==> config.mk <==
export PLATFORM = sky130hd
export DESIGN_NAME = i2c_command_scheduler_flat
export DESIGN_NICKNAME = d
export VERILOG_FILES = /design/src/rtl/i2c_command_scheduler_if.sv /design/src/rtl/i2c_command_scheduler.sv /design/src/flat_wrapper.sv
export SDC_FILE = /design/constraint.sdc
export NUM_CORES = 1
export LEC_CHECK = 0
export CORE_AREA = 2 2 112 87
export DETAILED_ROUTE_END_ITERATION = 10
export DIE_AREA = 0 0 114 89
export PLACE_DENSITY = 0.66
export SKIP_LAST_GASP = 1
export SLEW_MARGIN = 20
export SYNTH_ARGS = -nofsm -noshare
export SYNTH_HDL_FRONTEND = slang
export SYNTH_SLANG_ARGS = --single-unit
export TNS_END_PERCENT = 20
==> constraint.sdc <==
create_clock -name clk -period 5.51 [get_ports clk]
set_input_delay 0.8265 -clock clk [delete_from_list [all_inputs] [get_ports clk]]
set_output_delay 0.8265 -clock clk [all_outputs]
set_load 0.03 [all_outputs]
==> src/rtl/i2c_command_scheduler_if.sv <==
// ----------------------------------------------------------------------------
// i2c_command_scheduler_if
//   Groups the command scheduler's host-side and transmitter-side signals.
//   master : the scheduler itself (drives start/ack/done/status, reads
//            requests and transmitter completion)
//   slave  : the environment (host requesters and the I2C transmitter)
//
//   init_go          host -> sched   pulse: (re)start the startup table
//   init_done        sched -> host   startup table finished
//   special_req      host -> sched   level: special write requested
//   special_register host -> sched   register address of special write
//   special_data     host -> sched   data word of special write
//   special_ack      sched -> host   pulse: special request accepted
//   special_done     sched -> host   pulse: accepted special write finished
//   i2c_start        sched -> xmit   pulse: send i2c_register/i2c_data
//   i2c_register     sched -> xmit   register byte of current command
//   i2c_data         sched -> xmit   data word of current command
//   i2c_done         xmit -> sched   pulse: STOP sent
//   timeout_error    sched -> host   sticky: a command timed out
// ----------------------------------------------------------------------------
interface i2c_command_scheduler_if;
    logic        init_go;
    logic        init_done;
    logic        special_req;
    logic [7:0]  special_register;
    logic [15:0] special_data;
    logic        special_ack;
    logic        special_done;
    logic        i2c_start;
    logic [7:0]  i2c_register;
    logic [15:0] i2c_data;
    logic        i2c_done;
    logic        timeout_error;

    modport master (
        input  init_go,
        input  special_req,
        input  special_register,
        input  special_data,
        input  i2c_done,
        output init_done,
        output special_ack,
        output special_done,
        output i2c_start,
        output i2c_register,
        output i2c_data,
        output timeout_error
    );

    modport slave (
        output init_go,
        output special_req,
        output special_register,
        output special_data,
        output i2c_done,
        input  init_done,
        input  special_ack,
        input  special_done,
        input  i2c_start,
        input  i2c_register,
        input  i2c_data,
        input  timeout_error
    );
endinterface

==> src/rtl/i2c_command_scheduler.sv <==
// ----------------------------------------------------------------------------
// i2c_command_scheduler
//   Sequences every camera register write through the I2C transmitter. Holds
//   the fixed startup table and arbitrates it against run-time special write
//   requests (startup entries always win). One command is in flight at a
//   time; after the transmitter reports completion (or the command times
//   out) a settling gap of GapCycles idle cycles is inserted.
//
// Ports
//   clk    in  system clock, all logic on posedge
//   rst_n  in  asynchronous active-low reset
//   bus    master modport of i2c_command_scheduler_if (requests, status,
//          transmitter handshake); every output is driven from a register
// ----------------------------------------------------------------------------
module i2c_command_scheduler #(
    parameter int InitEntries   = 8,
    parameter int GapCycles     = 500,
    parameter int TimeoutCycles = 1000000
) (
    input  logic                           clk,
    input  logic                           rst_n,
    i2c_command_scheduler_if.master        bus
);

    localparam int IdxW = $clog2(InitEntries + 1);
    localparam int ToW  = $clog2(TimeoutCycles + 1);
    localparam int GapW = (GapCycles > 0) ? $clog2(GapCycles + 1) : 1;
    // One counter serves both the WAIT_DONE timeout and the GAP length.
    localparam int CntW = (ToW > GapW) ? ToW : GapW;

    localparam logic [IdxW-1:0] IdxLast = IdxW'(InitEntries - 1);
    localparam logic [IdxW-1:0] IdxZero = {IdxW{1'b0}};
    localparam logic [IdxW-1:0] IdxOne  = IdxW'(1);
    localparam logic [CntW-1:0] CntZero = {CntW{1'b0}};
    localparam logic [CntW-1:0] CntOne  = CntW'(1);
    localparam logic [CntW-1:0] ToLast  = CntW'(TimeoutCycles - 1);
    localparam logic [CntW-1:0] GapLast = CntW'((GapCycles > 0) ? (GapCycles - 1) : 0);

    typedef enum logic [1:0] {
        ST_IDLE  = 2'd0,
        ST_ISSUE = 2'd1,
        ST_WAIT  = 2'd2,
        ST_GAP   = 2'd3
    } state_e;

    // Startup table: {register[7:0], data[15:0]}.
    function automatic logic [23:0] init_entry(input logic [IdxW-1:0] idx);
        logic [23:0] entry;
        case (32'(idx))
            32'd0:   entry = 24'h23_0033;
            32'd1:   entry = 24'h22_0033;
            32'd2:   entry = 24'h04_09FF;
            32'd3:   entry = 24'h03_077F;
            32'd4:   entry = 24'h01_0038;
            32'd5:   entry = 24'h20_0060;
            32'd6:   entry = 24'h1E_4146;
            32'd7:   entry = 24'h0A_8000;
            default: entry = 24'h00_0000;
        endcase
        return entry;
    endfunction

    state_e          state_q, state_d;
    logic [IdxW-1:0] idx_q, idx_d;
    logic            pend_q, pend_d;       // startup table still has entries to issue
    logic            idone_q, idone_d;
    logic            src_q, src_d;         // 1: command in flight is a special write
    logic            stale_q, stale_d;     // in-flight table entry was superseded by init_go
    logic [7:0]      reg_q, reg_d;
    logic [15:0]     data_q, data_d;
    logic            start_q, start_d;
    logic            ack_q, ack_d;
    logic            sdone_q, sdone_d;
    logic            to_q, to_d;
    logic [CntW-1:0] cnt_q, cnt_d;

    logic            pend_eff_s;
    logic [IdxW-1:0] idx_eff_s;
    logic [23:0]     entry_s;
    logic            finish_s;
    logic            timed_out_s;

    // Next-state logic: FSM transitions, counters and next output values.
    always_comb begin
        state_d     = state_q;
        idx_d       = idx_q;
        pend_d      = pend_q;
        idone_d     = idone_q;
        src_d       = src_q;
        stale_d     = stale_q;
        reg_d       = reg_q;
        data_d      = data_q;
        start_d     = 1'b0;
        ack_d       = 1'b0;
        sdone_d     = 1'b0;
        to_d        = to_q;
        cnt_d       = cnt_q;
        finish_s    = 1'b0;
        timed_out_s = 1'b0;

        // An init_go arriving in IDLE must beat a simultaneous special request,
        // so it is folded into the arbitration of this very cycle.
        pend_eff_s = pend_q | bus.init_go;
        idx_eff_s  = bus.init_go ? IdxZero : idx_q;
        entry_s    = init_entry(idx_eff_s);

        case (state_q)
            ST_IDLE: begin
                cnt_d = CntZero;
                if (pend_eff_s) begin
                    reg_d   = entry_s[23:16];
                    data_d  = entry_s[15:0];
                    src_d   = 1'b0;
                    stale_d = 1'b0;
                    start_d = 1'b1;
                    state_d = ST_ISSUE;
                end else if (bus.special_req) begin
                    reg_d   = bus.special_register;
                    data_d  = bus.special_data;
                    src_d   = 1'b1;
                    stale_d = 1'b0;
                    start_d = 1'b1;
                    ack_d   = 1'b1;
                    state_d = ST_ISSUE;
                end else begin
                    state_d = ST_IDLE;
                end
            end
            ST_ISSUE: begin
                cnt_d   = CntZero;
                state_d = ST_WAIT;
            end
            ST_WAIT: begin
                // Completion wins over a timeout landing on the same cycle.
                if (bus.i2c_done) begin
                    finish_s = 1'b1;
                end else if (cnt_q == ToLast) begin
                    finish_s    = 1'b1;
                    timed_out_s = 1'b1;
                end else begin
                    cnt_d = cnt_q + CntOne;
                end
            end
            ST_GAP: begin
                if (cnt_q == GapLast) begin
                    cnt_d   = CntZero;
                    state_d = ST_IDLE;
                end else begin
                    cnt_d = cnt_q + CntOne;
                end
            end
            default: begin
                state_d = ST_IDLE;
            end
        endcase

        // Completion bookkeeping happens on the edge that leaves WAIT_DONE.
        if (finish_s) begin
            cnt_d   = CntZero;
            state_d = (GapCycles > 0) ? ST_GAP : ST_IDLE;
            if (timed_out_s) begin
                to_d = 1'b1;
            end else begin
                to_d = to_q;
            end
            if (src_q) begin
                sdone_d = 1'b1;
            end else if (!stale_q) begin
                // Timed-out entries advance too, so one bad write cannot stall startup.
                idx_d = idx_q + IdxOne;
                if (idx_q == IdxLast) begin
                    pend_d  = 1'b0;
                    idone_d = 1'b1;
                end else begin
                    pend_d  = pend_q;
                end
            end else begin
                idx_d = idx_q;
            end
        end else begin
            to_d = to_d;
        end

        // init_go overrides any same-edge index bookkeeping: the table restarts.
        if (bus.init_go) begin
            pend_d  = 1'b1;
            idx_d   = IdxZero;
            idone_d = 1'b0;
            if (state_q == ST_ISSUE || state_q == ST_WAIT) begin
                stale_d = 1'b1;
            end else begin
                stale_d = stale_d;
            end
        end else begin
            pend_d = pend_d;
        end
    end

    // State and output registers with asynchronous active-low reset.
    always_ff @(posedge clk or negedge rst_n) begin
        if (!rst_n) begin
            state_q <= ST_IDLE;
            idx_q   <= IdxZero;
            pend_q  <= 1'b0;
            idone_q <= 1'b0;
            src_q   <= 1'b0;
            stale_q <= 1'b0;
            reg_q   <= 8'h00;
            data_q  <= 16'h0000;
            start_q <= 1'b0;
            ack_q   <= 1'b0;
            sdone_q <= 1'b0;
            to_q    <= 1'b0;
            cnt_q   <= CntZero;
        end else begin
            state_q <= state_d;
            idx_q   <= idx_d;
            pend_q  <= pend_d;
            idone_q <= idone_d;
            src_q   <= src_d;
            stale_q <= stale_d;
            reg_q   <= reg_d;
            data_q  <= data_d;
            start_q <= start_d;
            ack_q   <= ack_d;
            sdone_q <= sdone_d;
            to_q    <= to_d;
            cnt_q   <= cnt_d;
        end
    end

    assign bus.init_done     = idone_q;
    assign bus.special_ack   = ack_q;
    assign bus.special_done  = sdone_q;
    assign bus.i2c_start     = start_q;
    assign bus.i2c_register  = reg_q;
    assign bus.i2c_data      = data_q;
    assign bus.timeout_error = to_q;

endmodule

==> src/flat_wrapper.sv <==
// flat-port wrapper written by rule: the top's interface ports become plain ports
module i2c_command_scheduler_flat 
#(
    parameter int InitEntries   = 8,
    parameter int GapCycles     = 500,
    parameter int TimeoutCycles = 1000000
)
  (clk, rst_n, bus_init_go, bus_special_req, bus_special_register, bus_special_data, bus_i2c_done, bus_init_done, bus_special_ack, bus_special_done, bus_i2c_start, bus_i2c_register, bus_i2c_data, bus_timeout_error);
  i2c_command_scheduler_if bus_i ();
  input  logic clk;
  input  logic rst_n;
  input wire logic [$bits(bus_i.init_go)-1:0] bus_init_go;
  input wire logic [$bits(bus_i.special_req)-1:0] bus_special_req;
  input wire logic [$bits(bus_i.special_register)-1:0] bus_special_register;
  input wire logic [$bits(bus_i.special_data)-1:0] bus_special_data;
  input wire logic [$bits(bus_i.i2c_done)-1:0] bus_i2c_done;
  output wire logic [$bits(bus_i.init_done)-1:0] bus_init_done;
  output wire logic [$bits(bus_i.special_ack)-1:0] bus_special_ack;
  output wire logic [$bits(bus_i.special_done)-1:0] bus_special_done;
  output wire logic [$bits(bus_i.i2c_start)-1:0] bus_i2c_start;
  output wire logic [$bits(bus_i.i2c_register)-1:0] bus_i2c_register;
  output wire logic [$bits(bus_i.i2c_data)-1:0] bus_i2c_data;
  output wire logic [$bits(bus_i.timeout_error)-1:0] bus_timeout_error;
  assign bus_i.init_go = bus_init_go;
  assign bus_i.special_req = bus_special_req;
  assign bus_i.special_register = bus_special_register;
  assign bus_i.special_data = bus_special_data;
  assign bus_i.i2c_done = bus_i2c_done;
  assign bus_init_done = bus_i.init_done;
  assign bus_special_ack = bus_i.special_ack;
  assign bus_special_done = bus_i.special_done;
  assign bus_i2c_start = bus_i.i2c_start;
  assign bus_i2c_register = bus_i.i2c_register;
  assign bus_i2c_data = bus_i.i2c_data;
  assign bus_timeout_error = bus_i.timeout_error;
  i2c_command_scheduler #(.InitEntries(InitEntries), .GapCycles(GapCycles), .TimeoutCycles(TimeoutCycles)) u_core (.clk(clk), .rst_n(rst_n), .bus(bus_i));
endmodule
==> Flow_metrics.wiki <==
{| class="wikitable"
! Metric !! Value
|-
| F_max || 0.329 GHz
|-
| Yosys top cell by area || sky130_fd_sc_hd__dfrtp_1
|-
| Dominant combinational cell family by area after synthesis || simple AND/OR/NAND/NOR gates
|-
| Wire length per cell after detailed routing || 15.3 um
|-
| Switching component of the power || 206 uW
|-
| H-Tree Depth || 3
|-
| Final weighted congestion in routability-driven placement || 0.810
|-
| Placed cell count || 470
|-
| Distinct cells, synth || 52
|-
| Main flop type after synthesis || sky130_fd_sc_hd__dfrtp_1
|-
| Count of maximum capacitance violations || 0
|-
| Count of buffering cells on the critical path with inverters included || 2
|-
| Setup clock skew after layout || 8.73 ps
|-
| Worst path max stage delay || 940 ps
|-
| Area growth, synth to finish || 30.9%
|-
| Worst Setup Path Type || input pin to flip-flop
|-
| Number of gates given a new drive strength after cts || 0
|-
| DRC viols || 0
|-
| Power share of the clock group || 52.8%
|-
| Worst-path clk slew || 50 ps
|-
| Post-Synthesis Cell Area || 0.00307 sq mm
|-
| Quantity of hold-fixing buffers added after cts || 0
|-
| Remaining max-slew budget at the tightest pin || 31.1%
|-
| Max stage delay cell, worst path || sky130_fd_sc_hd__clkdlybuf4s50_1
|-
| Routed via count || 2,612
|-
| Placed inst area || 0.00373 sq mm
|-
| Cell-internal power || 773 uW
|-
| Sequential share of the synthesized area || 47.3%
|-
| Total power density per cell area || 244 mW/mm^2
|-
| VDD IR-drop max || 0.116 mV
|-
| CTS tree || done
|-
| Multiplexer share of the synthesized area || 1.71%
|-
| Top-area cell type share of the netlist area || 47.3%
|-
| Grt total ovfl || 0
|-
| Wire length of the first global-routing pass || 12.3 mm
|-
| Clock root cell || sky130_fd_sc_hd__clkbuf_16
|-
| Ratio of final minimum period to clock period || 55.1%
|-
| Pins over their slew limit || 0
|-
| Kind of launch point of the worst setup path || input pin
|-
| CP Depth || 7
|-
| Number of setup buffers added after CTS || 0
|-
| Cells taking the most area after synthesis || sky130_fd_sc_hd__dfrtp_1, sky130_fd_sc_hd__ha_1, sky130_fd_sc_hd__nor3_1, sky130_fd_sc_hd__xnor2_1, sky130_fd_sc_hd__nand2_1
|-
| Fraction of final layout cells sized beyond drive strength 1 || 8.02%
|-
| Kind of cell adding the most delay to the critical path || buffers and inverters
|-
| Core Rows || 30
|-
| DP Wirelength || 5.14 mm
|-
| Proportion of power drawn by combinational gates || 3.6%
|-
| #FFs+latches synth || 58
|-
| Ordered list of cells on the worst path || clkdlybuf4s50_1 > inv_1 > nand2_1 > ha_1 > a2111oi_0 > a21oi_1 > o21ai_0
|-
| Number of antenna violations at the first check in global routing || 0
|-
| Number of global-route vias before repair || 2,422
|-
| Overall global routing resource usage || 15.5%
|-
| Transition time at the pin with the least slew margin || 1030 ps
|-
| Share of the synthesized netlist area taken by xor and xnor gates || 4.28%
|-
| Ports || 58
|-
| IO buf count || 57
|-
| Cell depth of the worst min-delay path || 2
|-
| Static leakage || 0.00167 uW
|-
| Number of iterations in the first detailed-routing pass || 4
|-
| Total nets after synthesis || 358
|-
| Leading cell type in the layout, fill and taps excluded || sky130_fd_sc_hd__dfrtp_1
|-
| Final Setup Violations || 0
|-
| Combined flip-flop and latch cell area || 0.00145 sq mm
|-
| Sum Neg Setup Slack || 0 ps
|-
| Outcome || completed
|-
| Mean instance size in the synthesized netlist || 9.68 sq um
|-
| Post-DR vias/cell || 5.37
|-
| Critical path data arrival time || 3280 ps
|-
| Iter 0 DRT Violations || 165
|-
| Kind of end point of the critical path || flip-flop
|-
| Clk sink count || 58
|-
| Number of fillers in the final layout || 876
|-
| Switching portion of total power || 21.0%
|-
| Area of combinational cells with multiple inputs || 0.00151 sq mm
|-
| Class of the tightest hold or removal check || flip-flop to flip-flop
|-
| Final net count || 410
|-
| Total number of yosys warnings || 0
|-
| Reg2reg path depth || 4
|-
| Starting utilization of the core area || 34.4%
|-
| Area fraction in compound gates after synthesis || 15.9%
|-
| Floorplan die height || 89 um
|-
| Total power draw || 979 uW
|-
| Inserted Diodes || 0
|-
| Area share of and/or/nand/nor cells after synthesis || 21.6%
|-
| Final core utilization || 45.0%
|-
| Clock insertion delay at the later pin of the skew report || 330 ps
|-
| Final instance area || 0.00402 sq mm
|-
| Adder and majority cell fraction of the synthesized area || 4.89%
|-
| Largest buffer count on any clock path || 2
|-
| Pin count of the biggest net entering global routing || 59
|-
| Number of synthesized flops with an enable pin || 0
|-
| Shortest clock period the worst path allows after layout || 3040 ps
|-
| Power share of the sequential group || 43.6%
|-
| Die width || 114 um
|-
| Highest net fanout along the worst path || 19
|-
| Final Instance Count excl. Fillers || 486
|-
| Total wire length || 7.42 mm
|-
| Commonest non-fill, non-tap cells in the layout || sky130_fd_sc_hd__dfrtp_1, sky130_fd_sc_hd__clkdlybuf4s50_1, sky130_fd_sc_hd__nor3_1
|-
| Die ar. || 0.0101 sq mm
|-
| Fraction of registers with async set or reset after synthesis || 100%
|-
| Core footprint || 0.00893 sq mm
|-
| Antenna violation net count after detailed routing || 0
|-
| RSZ-0062 raised after global routing || false
|-
| Clock buffers created by TritonCTS || 9
|-
| Count of mapped cells out of synthesis || 317
|-
| Fin. Hold Viols || 0
|-
| Critical Path RT || 5750 ps
|}
synthesized netlist by cell type, drive strengths merged (2+ instances only):
| library cell | instances |
|---|---|
| a211oi | 3 |
| nor3 | 24 |
| mux2i | 3 |
| inv | 13 |
| nor2b | 11 |
| xnor2 | 11 |
| o21a | 2 |
| or3 | 4 |
| a221oi | 4 |
| and4 | 3 |
| a31o | 2 |
| nor4 | 5 |
| o2111ai | 2 |
| and2 | 2 |
| nor2 | 21 |
| nand2 | 21 |
| clkbuf | 14 |
| dfrtp | 58 |
| nand4 | 9 |
| ha | 12 |
| nor3b | 3 |
| nand3 | 10 |
| o21ai | 17 |
| nand2b | 2 |
| a21oi | 14 |
| a31oi | 4 |
| buf | 5 |
| o31ai | 5 |
| mux2 | 2 |
| or4 | 6 |
| xor2 | 4 |
| a22o | 6 |
logic make-up (layout without fill, tap and decap cells):
| group | Yosys count | in the layout |
|---|---|---|
| flops | 58 | 58 |
| compound gates | 71 | 71 |
| fa+ha+maj | 12 | 12 |
| simple gates | 124 | 124 |
| buf+inv | 32 | 89 |
| mux | 5 | 5 |
| xor+xnor | 15 | 15 |
power by group through the flow:
stage               combinational [uW]  sequential [uW]  clock, uW
floorplan                         4.31              434          0
CTS                               36.0              426        529
global route                      38.6              426        550
detailed placement                35.6              434          0
finish                            35.0              427        517
global placement                  35.7              434          0
final cells by class:
class,count,share of cell area (%)
Tap cell,112,3.49
Sequential cell,58,36.1
Timing Repair Buffer,60,14.6
Clock buffer,12,6.39
Clock inverter,4,0.654
Multi-Input combinational cell,227,37.5
Inverter,13,1.21
sequential cells by signal, summed over array words and instances, names as in the netlist:
name / cells
u_core.bus.i2c_data: 16
u_core.bus.i2c_register: 8
u_core.bus.i2c_start: 1
u_core.bus.init_done: 1
u_core.bus.special_ack: 1
u_core.bus.special_done: 1
u_core.bus.timeout_error: 1
u_core.cnt_q: 20
u_core.idx_q: 4
u_core.pend_q: 1
u_core.src_q: 1
u_core.stale_q: 1
u_core.state_q: 2
worst register-to-register path, delay by kind of cell, from the launching register on:
kind            cells  cell delay (ps)
simple gates        3             1300
compound gates      1              760
flops               1              420
worst paths after layout:
check                                                  end                        from  slack, ps
worst max-delay path                u_core.bus.i2c_data[6]                 bus_init_go       2470
worst min-delay path            u_core.bus.i2c_register[3]  u_core.bus.i2c_register[3]        480
worst max register to register            u_core.cnt_q[11]            u_core.cnt_q[12]       2860
worst min register to register  u_core.bus.i2c_register[3]  u_core.bus.i2c_register[3]        480
max in group asynchronous           u_core.bus.i2c_data[6]                       rst_n       4380
min in group asynchronous           u_core.bus.i2c_data[0]                       rst_n        640
layer usage:
layer / part of all wire [%] / GRT usage, % / vias up
li1: - / - / 1260
met1: 49 / 21.5 / 1267
met2: 44 / 22.9 / 76
met3: 6.2 / 4.61 / 9
met4: 0.82 / 5.99 / 0
met5: 0 / 0 / -
through the flow:
step	setup WS [ps]	hold slack, ps
floorplan	3090	504
global placement	2190	460
detailed placement	2170	467
CTS	2490	479
global route	2180	497
finish	2470	481
Note: power is estimated with default switching activity, not from simulation.
